===== config.mk =====
export PLATFORM = sky130hd
export DESIGN_NAME = branch_spec_tracker_flat
export DESIGN_NICKNAME = d
export VERILOG_FILES = /design/src/rtl/branch_spec_tracker_if.sv /design/src/rtl/branch_spec_tracker.sv /design/src/flat_wrapper.sv
export SDC_FILE = /design/constraint.sdc
export NUM_CORES = 1
export LEC_CHECK = 0
export BUFFER_PORTS_ARGS = -buffer_cell sky130_fd_sc_hd__buf_2
export CORE_AREA = 2 2 84 167
export CTS_CLUSTER_SIZE = 8
export DETAILED_ROUTE_END_ITERATION = 10
export DIE_AREA = 0 0 86 169
export HOLD_SLACK_MARGIN = 0.12
export SYNTH_ARGS = -nofsm -noshare
export SYNTH_HDL_FRONTEND = slang
export SYNTH_SLANG_ARGS = --single-unit

===== constraint.sdc =====
create_clock -name clk_i -period 7.1 [get_ports clk_i]
set_clock_uncertainty 0.2 [all_clocks]
set_input_delay 1.42 -clock clk_i [delete_from_list [all_inputs] [get_ports clk_i]]
set_output_delay 1.42 -clock clk_i [all_outputs]
set_load 0.005 [all_outputs]

===== src/rtl/branch_spec_tracker_if.sv =====
// Fetch/resolve/redirect bundle between the front end and branch_spec_tracker.
// The stats counters are present only when BRANCH_SPEC_TRACKER_STATS_EN is defined.
interface branch_spec_tracker_if #(
  parameter int DEPTH    = 4,
  parameter int PC_WIDTH = 16
);
  localparam int TAG_W = $clog2(DEPTH);

  logic                spec_valid_i;
  logic                spec_taken_i;
  logic [PC_WIDTH-1:0] spec_alt_pc_i;
  logic                spec_ready_o;
  logic [TAG_W-1:0]    spec_tag_o;
  logic                resolve_valid_i;
  logic [TAG_W-1:0]    resolve_tag_i;
  logic                resolve_taken_i;
  logic                redirect_o;
  logic [PC_WIDTH-1:0] redirect_pc_o;
  logic                flush_o;
  logic                fetch_stall_o;
  logic [TAG_W:0]      count_o;
  logic                err_o;
`ifdef BRANCH_SPEC_TRACKER_STATS_EN
  logic [15:0]         resolve_cnt_o;
  logic [15:0]         mispredict_cnt_o;
`endif

  modport slave (
    input  spec_valid_i, spec_taken_i, spec_alt_pc_i,
    input  resolve_valid_i, resolve_tag_i, resolve_taken_i,
    output spec_ready_o, spec_tag_o, redirect_o, redirect_pc_o,
    output flush_o, fetch_stall_o, count_o, err_o
`ifdef BRANCH_SPEC_TRACKER_STATS_EN
    , output resolve_cnt_o, mispredict_cnt_o
`endif
  );

  modport master (
    output spec_valid_i, spec_taken_i, spec_alt_pc_i,
    output resolve_valid_i, resolve_tag_i, resolve_taken_i,
    input  spec_ready_o, spec_tag_o, redirect_o, redirect_pc_o,
    input  flush_o, fetch_stall_o, count_o, err_o
`ifdef BRANCH_SPEC_TRACKER_STATS_EN
    , input resolve_cnt_o, mispredict_cnt_o
`endif
  );
endinterface


===== src/rtl/branch_spec_tracker.sv =====
// In-order speculative branch checkpoint tracker with mispredict recovery sequencing.
// Optional resolve/mispredict statistics counters: define BRANCH_SPEC_TRACKER_STATS_EN.
module branch_spec_tracker #(
  parameter int DEPTH          = 4,
  parameter int PC_WIDTH       = 16,
  parameter int RECOVER_CYCLES = 2
) (
  input  logic                   clk_i,
  input  logic                   reset_n_i,
  branch_spec_tracker_if.slave   bus
);
  localparam int TAG_W  = $clog2(DEPTH);
  localparam int RCNT_W = $clog2(RECOVER_CYCLES + 1);
  localparam logic [TAG_W:0]    FULL_CNT  = (TAG_W + 1)'(DEPTH);
  localparam logic [RCNT_W-1:0] RCNT_INIT = RCNT_W'(RECOVER_CYCLES - 1);

  typedef enum logic {IDLE, RECOVER} state_t;

  state_t              state_reg, state_next;
  logic [RCNT_W-1:0]   rcnt_reg, rcnt_next;
  logic [TAG_W-1:0]    head_reg, tail_reg;
  logic [TAG_W:0]      count_reg, count_next;
  logic [DEPTH-1:0]    valid_reg;
  logic                taken_mem [DEPTH];
  logic [PC_WIDTH-1:0] alt_pc_mem [DEPTH];

  logic                redirect_reg, flush_reg, err_reg;
  logic [PC_WIDTH-1:0] redirect_pc_reg;

  logic spec_ready, fetch_stall;
  logic alloc, alloc_eff;
  logic res_legal, res_illegal, mispredict, correct;
  logic head_valid;

  // ---------------- handshake decode ----------------
  assign spec_ready = (state_reg == IDLE) && (count_reg != FULL_CNT);
  assign fetch_stall = (state_reg == RECOVER) || (count_reg == FULL_CNT);
  assign alloc       = bus.spec_valid_i && spec_ready;

  assign head_valid  = valid_reg[head_reg] && (count_reg != '0);
  assign res_legal   = bus.resolve_valid_i && (state_reg == IDLE) && head_valid
                       && (bus.resolve_tag_i == head_reg);
  assign res_illegal = bus.resolve_valid_i && (state_reg == IDLE) && !res_legal;
  assign mispredict  = res_legal && (bus.resolve_taken_i != taken_mem[head_reg]);
  assign correct     = res_legal && !mispredict;
  // A branch fetched alongside a mispredict is on the wrong path; drop it.
  assign alloc_eff   = alloc && !mispredict;

  always_comb begin
    count_next = count_reg;
    if (alloc_eff && !correct)
      count_next = count_reg + 1'b1;
    else if (!alloc_eff && correct)
      count_next = count_reg - 1'b1;
  end

  // ---------------- recovery FSM ----------------
  always_ff @(posedge clk_i or negedge reset_n_i) begin
    if (!reset_n_i) begin
      state_reg <= IDLE;
      rcnt_reg  <= '0;
    end else begin
      state_reg <= state_next;
      rcnt_reg  <= rcnt_next;
    end
  end

  always_comb begin
    state_next = state_reg;
    rcnt_next  = rcnt_reg;
    case (state_reg)
      IDLE: begin
        if (mispredict) begin
          state_next = RECOVER;
          rcnt_next  = RCNT_INIT;
        end
      end
      RECOVER: begin
        if (rcnt_reg == '0)
          state_next = IDLE;
        else
          rcnt_next = rcnt_reg - 1'b1;
      end
      default: state_next = IDLE;
    endcase
  end

  // ---------------- pointers and occupancy ----------------
  always_ff @(posedge clk_i or negedge reset_n_i) begin
    if (!reset_n_i) begin
      head_reg  <= '0;
      tail_reg  <= '0;
      count_reg <= '0;
    end else if (mispredict) begin
      head_reg  <= '0;
      tail_reg  <= '0;
      count_reg <= '0;
    end else begin
      if (alloc_eff)
        tail_reg <= tail_reg + 1'b1;
      if (correct)
        head_reg <= head_reg + 1'b1;
      count_reg <= count_next;
    end
  end

  // Per-entry valid bits; alloc and pop never target the same slot in one cycle.
  generate
    for (genvar gi = 0; gi < DEPTH; gi++) begin : g_valid
      always_ff @(posedge clk_i or negedge reset_n_i) begin
        if (!reset_n_i)
          valid_reg[gi] <= 1'b0;
        else if (mispredict)
          valid_reg[gi] <= 1'b0;
        else if (alloc_eff && (tail_reg == TAG_W'(gi)))
          valid_reg[gi] <= 1'b1;
        else if (correct && (head_reg == TAG_W'(gi)))
          valid_reg[gi] <= 1'b0;
      end
    end
  endgenerate

  // Checkpoint payload needs no reset: valid bits gate every use.
  always_ff @(posedge clk_i) begin
    if (alloc_eff) begin
      taken_mem[tail_reg]  <= bus.spec_taken_i;
      alt_pc_mem[tail_reg] <= bus.spec_alt_pc_i;
    end
  end

  // ---------------- registered recovery pulses ----------------
  always_ff @(posedge clk_i or negedge reset_n_i) begin
    if (!reset_n_i) begin
      redirect_reg    <= 1'b0;
      flush_reg       <= 1'b0;
      err_reg         <= 1'b0;
      redirect_pc_reg <= '0;
    end else begin
      redirect_reg <= mispredict;
      flush_reg    <= mispredict;
      err_reg      <= res_illegal;
      if (mispredict)
        redirect_pc_reg <= alt_pc_mem[head_reg];
    end
  end

`ifdef BRANCH_SPEC_TRACKER_STATS_EN
  logic [15:0] resolve_cnt_reg, mispredict_cnt_reg;

  always_ff @(posedge clk_i or negedge reset_n_i) begin
    if (!reset_n_i) begin
      resolve_cnt_reg    <= '0;
      mispredict_cnt_reg <= '0;
    end else begin
      if (res_legal && (resolve_cnt_reg != 16'hFFFF))
        resolve_cnt_reg <= resolve_cnt_reg + 16'd1;
      if (mispredict && (mispredict_cnt_reg != 16'hFFFF))
        mispredict_cnt_reg <= mispredict_cnt_reg + 16'd1;
    end
  end

  assign bus.resolve_cnt_o    = resolve_cnt_reg;
  assign bus.mispredict_cnt_o = mispredict_cnt_reg;
`endif

  assign bus.spec_ready_o  = spec_ready;
  assign bus.spec_tag_o    = tail_reg;
  assign bus.fetch_stall_o = fetch_stall;
  assign bus.count_o       = count_reg;
  assign bus.redirect_o    = redirect_reg;
  assign bus.flush_o       = flush_reg;
  assign bus.redirect_pc_o = redirect_pc_reg;
  assign bus.err_o         = err_reg;
endmodule


===== src/flat_wrapper.sv =====
// flat-port wrapper written by rule: the top's interface ports become plain ports
module branch_spec_tracker_flat 
#(
  parameter int DEPTH          = 4,
  parameter int PC_WIDTH       = 16,
  parameter int RECOVER_CYCLES = 2
)
  (clk_i, reset_n_i, bus_spec_valid_i, bus_spec_taken_i, bus_spec_alt_pc_i, bus_resolve_valid_i, bus_resolve_tag_i, bus_resolve_taken_i, bus_spec_ready_o, bus_spec_tag_o, bus_redirect_o, bus_redirect_pc_o, bus_flush_o, bus_fetch_stall_o, bus_count_o, bus_err_o);
  branch_spec_tracker_if #(.DEPTH(DEPTH), .PC_WIDTH(PC_WIDTH)) bus_i ();
  input  logic clk_i;
  input  logic reset_n_i;
  input wire logic [$bits(bus_i.spec_valid_i)-1:0] bus_spec_valid_i;
  input wire logic [$bits(bus_i.spec_taken_i)-1:0] bus_spec_taken_i;
  input wire logic [$bits(bus_i.spec_alt_pc_i)-1:0] bus_spec_alt_pc_i;
  input wire logic [$bits(bus_i.resolve_valid_i)-1:0] bus_resolve_valid_i;
  input wire logic [$bits(bus_i.resolve_tag_i)-1:0] bus_resolve_tag_i;
  input wire logic [$bits(bus_i.resolve_taken_i)-1:0] bus_resolve_taken_i;
  output wire logic [$bits(bus_i.spec_ready_o)-1:0] bus_spec_ready_o;
  output wire logic [$bits(bus_i.spec_tag_o)-1:0] bus_spec_tag_o;
  output wire logic [$bits(bus_i.redirect_o)-1:0] bus_redirect_o;
  output wire logic [$bits(bus_i.redirect_pc_o)-1:0] bus_redirect_pc_o;
  output wire logic [$bits(bus_i.flush_o)-1:0] bus_flush_o;
  output wire logic [$bits(bus_i.fetch_stall_o)-1:0] bus_fetch_stall_o;
  output wire logic [$bits(bus_i.count_o)-1:0] bus_count_o;
  output wire logic [$bits(bus_i.err_o)-1:0] bus_err_o;
  assign bus_i.spec_valid_i = bus_spec_valid_i;
  assign bus_i.spec_taken_i = bus_spec_taken_i;
  assign bus_i.spec_alt_pc_i = bus_spec_alt_pc_i;
  assign bus_i.resolve_valid_i = bus_resolve_valid_i;
  assign bus_i.resolve_tag_i = bus_resolve_tag_i;
  assign bus_i.resolve_taken_i = bus_resolve_taken_i;
  assign bus_spec_ready_o = bus_i.spec_ready_o;
  assign bus_spec_tag_o = bus_i.spec_tag_o;
  assign bus_redirect_o = bus_i.redirect_o;
  assign bus_redirect_pc_o = bus_i.redirect_pc_o;
  assign bus_flush_o = bus_i.flush_o;
  assign bus_fetch_stall_o = bus_i.fetch_stall_o;
  assign bus_count_o = bus_i.count_o;
  assign bus_err_o = bus_i.err_o;
  branch_spec_tracker #(.DEPTH(DEPTH), .PC_WIDTH(PC_WIDTH), .RECOVER_CYCLES(RECOVER_CYCLES)) u_core (.clk_i(clk_i), .reset_n_i(reset_n_i), .bus(bus_i));
endmodule

==> summary.txt <==
Status
  – Status: complete, no violations

Setup path
  – Cells along the critical path: buf_2 > o21bai_1 > o22a_1 > or3_4 > inv_4 > nor3_1 > ha_1 > fa_1 > xnor2_1 > nor2_1 > xnor2_1 > nor2_1
  – Worst Path Max Fanout: 32
  – Total buffers and inverters traversed by the critical path: 2
  – Worst Reg2Reg Path Length in Cells: 11
  – Worst Setup Path Type: input pin to flop
  – Worst path top cell family by delay: simple AND/OR/NAND/NOR gates
  – Worst Setup Start Kind: input pin
  – Biggest cell delay along the critical path: 0.43 ns
  – Data required time at the worst endpoint: 7.11 ns
  – Setup crit end kind: flop
  – Highest-delay cell along the critical path: sky130_fd_sc_hd__or3_4
  – Count of cell instances traversed by the critical path: 12
  – Critical path arrival: 3.93 ns

Final layout
  – Most flop-heavy register: u_core.alt_pc_mem
  – Layout Cells excl Fill: 433
  – Area added between synthesis and finish: 16.4%
  – Layout net count: 308
  – Max FFs per register: 64
  – Layout cell share with drive strength beyond 1: 37.8%
  – Diodes inserted: 0

Global routing
  – Largest net degree at the start of global routing: 33
  – First-pass GRT wire length: 11.4 mm
  – Initial antenna violation count: 0
  – Via count of the first global-routing pass: 2214
  – All-layer global routing usage: 10.5%
  – Total global routing overflow: 0

Synth
  – Count of mapped cells out of synthesis: 221
  – Most used flip-flop cell after synthesis: sky130_fd_sc_hd__edfxtp_1
  – Yosys top cell area share: 50.3%
  – EDFF count, synth: 68
  – Share of synthesized area occupied by flip-flops and latches: 70.0%
  – Dominant cell by count in the synthesized netlist: sky130_fd_sc_hd__edfxtp_1
  – Library cell with the largest summed area after synthesis: sky130_fd_sc_hd__edfxtp_1
  – Cell types with the highest counts after synthesis: sky130_fd_sc_hd__edfxtp_1 (68), sky130_fd_sc_hd__dfrtp_1 (32), sky130_fd_sc_hd__mux4_2 (17)
  – Cell area after synthesis: 4060 um2
  – Top cells by area in the synthesized netlist: sky130_fd_sc_hd__edfxtp_1 (50%), sky130_fd_sc_hd__dfrtp_1 (20%), sky130_fd_sc_hd__mux4_2 (9.4%), sky130_fd_sc_hd__mux2_4 (4.8%), sky130_fd_sc_hd__ha_1 (3.1%)
  – Distinct cells, synth: 35
  – Async set or reset register ratio after synthesis: 32.0%
  – Flop and latch count out of synthesis: 100
  – Total number of yosys warnings: 0
  – Mean instance size in the synthesized netlist: 18.4 um2
  – Syn Nets: 256

Power
  – Power Density: 404 nW/um2
  – Worst VDD drop: 0.000188 V
  – Post-layout total power: 1.91 mW
  – Standby leakage power: 1.83 nW

Hold path
  – Worst Hold Depth: 1
  – Worst hold path type: flop to flop

Floorplan
  – Area of the core region: 13300 um2
  – I/O pins: 50
  – Initial core utilization: 30.6%
  – Die outline area: 14500 um2
  – Die X: 86 um
  – Row Count: 60
  – Vertical die dimension: 169 um

Clock tree
  – Clock insertion delay at the later pin of the skew report: 0.34 ns
  – Number of sinks on the clock net: 100
  – CTS resizes: 0
  – TritonCTS clock tree: built
  – Hold bufs inserted after CTS: 0
  – Number of setup buffers added after CTS: 0
  – Root buffer cell: sky130_fd_sc_hd__clkbuf_16
  – Clock slew at reported path FFs: 0.07 ns
  – Maximum root-to-sink buffer count: 2
  – CTS H-Tree Depth: 3
  – Clock buffers created by TritonCTS: 9

Route
  – Final Routed Wirelength: 7.09 mm
  – Number of vias per cell: 4.73
  – ANT nets after route: 0
  – Avg WL per Cell: 16.4 um
  – Total via count after detailed routing: 2049
  – Violation count after the first detailed-route iteration: 103
  – DRC violation count after routing: 0
  – Number of optimization iterations in the first detailed-route pass: 3

STA
  – Final setup vio count: 0
  – Post-layout minimum cycle time: 3.92 ns
  – Unrepaired setup endpoints after global routing: no
  – Worst hold slack after final layout: 0.301 ns
  – Worst-Margin Slew: 1.09 ns
  – Total Neg Setup Slack: 0 ns
  – Relative slew slack: 27.4%
  – Count of endpoints failing hold in the final timing report: 0
  – FMAX: 0.255 GHz
  – Final critical-path share of the clock period: 55.3%
  – Max-slew violations: 0

Job
  – Maximum capacitance violations: 0

Placement
  – Port-buffer cells: 49
  – DP Cell Count: 417
  – Estimated wirelength of the detail-placed design: 4.41 mm
  – Gpl congestion: 0.762
-- final cells by class --
| class | instances | area (um2) |
|---|---|---|
| Fill cell | 1227 | 8560 |
| Sequential cell | 100 | 2840 |
| Multi-Input combinational cell | 100 | 1110 |
| Timing Repair Buffer | 50 | 253 |
| Clock buffer | 10 | 229 |
| Tap cell | 155 | 194 |
| Clock inverter | 6 | 55.1 |
| Inverter | 12 | 47.5 |
-- cells by family after synthesis --
| kind of cell | Yosys count | synth area share, % |
|---|---|---|
| flip-flops | 100 | 70.0 |
| multiplexers | 35 | 15.6 |
| AND/OR/NAND/NOR | 29 | 3.27 |
| buffers and inverters | 21 | 3.02 |
| AO/OA/AOI/OAI | 19 | 3.30 |
| adder cells (fa/ha/maj) | 11 | 3.57 |
| XOR/XNOR | 6 | 1.29 |
-- metal layers --
metal  GRT usage [%]  part of all wire, %  vias up
met5               0                    0        -
met4            4.00                  1.5        0
met3            2.78                  4.6       10
met2            16.6                   48       53
met1            13.5                   46     1044
li1                -                    -      942
-- final timing paths --
check                                            startpoint                      endpoint  slack [ns]
min in group asynchronous                         reset_n_i         u_core.bus.redirect_o        0.96
worst min-delay path            u_core.bus.redirect_pc_o[1]   u_core.bus.redirect_pc_o[1]        0.30
max in group asynchronous                         reset_n_i  u_core.bus.redirect_pc_o[11]        5.24
worst max-delay path                   bus_resolve_tag_i[1]         u_core.bus.count_o[2]        3.18
worst min register to register  u_core.bus.redirect_pc_o[1]   u_core.bus.redirect_pc_o[1]        0.30
worst max register to register           u_core.head_reg[1]         u_core.bus.count_o[2]        3.19
-- layout by cell type, fill, tap and decap left out, types with 3 or more instances in the layout --
cell,instances
sky130_fd_sc_hd__a21oi_1,6
sky130_fd_sc_hd__a311oi_1,4
sky130_fd_sc_hd__buf_2,49
sky130_fd_sc_hd__clkbuf_16,9
sky130_fd_sc_hd__dfrtp_1,32
sky130_fd_sc_hd__edfxtp_1,68
sky130_fd_sc_hd__ha_1,10
sky130_fd_sc_hd__inv_1,11
sky130_fd_sc_hd__inv_6,3
sky130_fd_sc_hd__mux2_2,3
sky130_fd_sc_hd__mux2_4,13
sky130_fd_sc_hd__mux4_2,17
sky130_fd_sc_hd__nand2_1,8
sky130_fd_sc_hd__nor2_1,10
sky130_fd_sc_hd__nor2_2,4
sky130_fd_sc_hd__xnor2_1,5
-- stage by stage --
| stage | utilization (%) | setup slack, ns | area (um2) |
|---|---|---|---|
| 2_1_floorplan | - | 3.34 | 4060 |
| 3_3_place_gp | 33.4 | 2.92 | 4440 |
| 3_5_place_dp | 33.4 | 2.81 | 4440 |
| 4_1_cts | 35.6 | 3.12 | 4730 |
| 5_1_grt | 35.6 | 3.01 | 4730 |
| 6_report | 35.6 | 3.18 | 4730 |
-- power breakdown --
| group | total (mW) | internal [mW] | switching [mW] |
|---|---|---|---|
| registers | 0.889 | 0.798 | 0.0913 |
| logic | 0.560 | 0.286 | 0.275 |
| clock network | 0.459 | 0.245 | 0.214 |
-- worst register-to-register path, stage by stage, from the launching register on --
cell	delay [ns]
sky130_fd_sc_hd__dfrtp_1	1.03
sky130_fd_sc_hd__mux4_2	0.45
sky130_fd_sc_hd__xnor2_1	0.15
sky130_fd_sc_hd__or3_4	0.36
sky130_fd_sc_hd__inv_4	0.39
sky130_fd_sc_hd__nor3_1	0.12
sky130_fd_sc_hd__ha_1	0.26
sky130_fd_sc_hd__fa_1	0.39
sky130_fd_sc_hd__xnor2_1	0.13
sky130_fd_sc_hd__nor2_1	0.11
sky130_fd_sc_hd__xnor2_1	0.13
sky130_fd_sc_hd__nor2_1	0.06
Power figures use the tool's default switching activity.
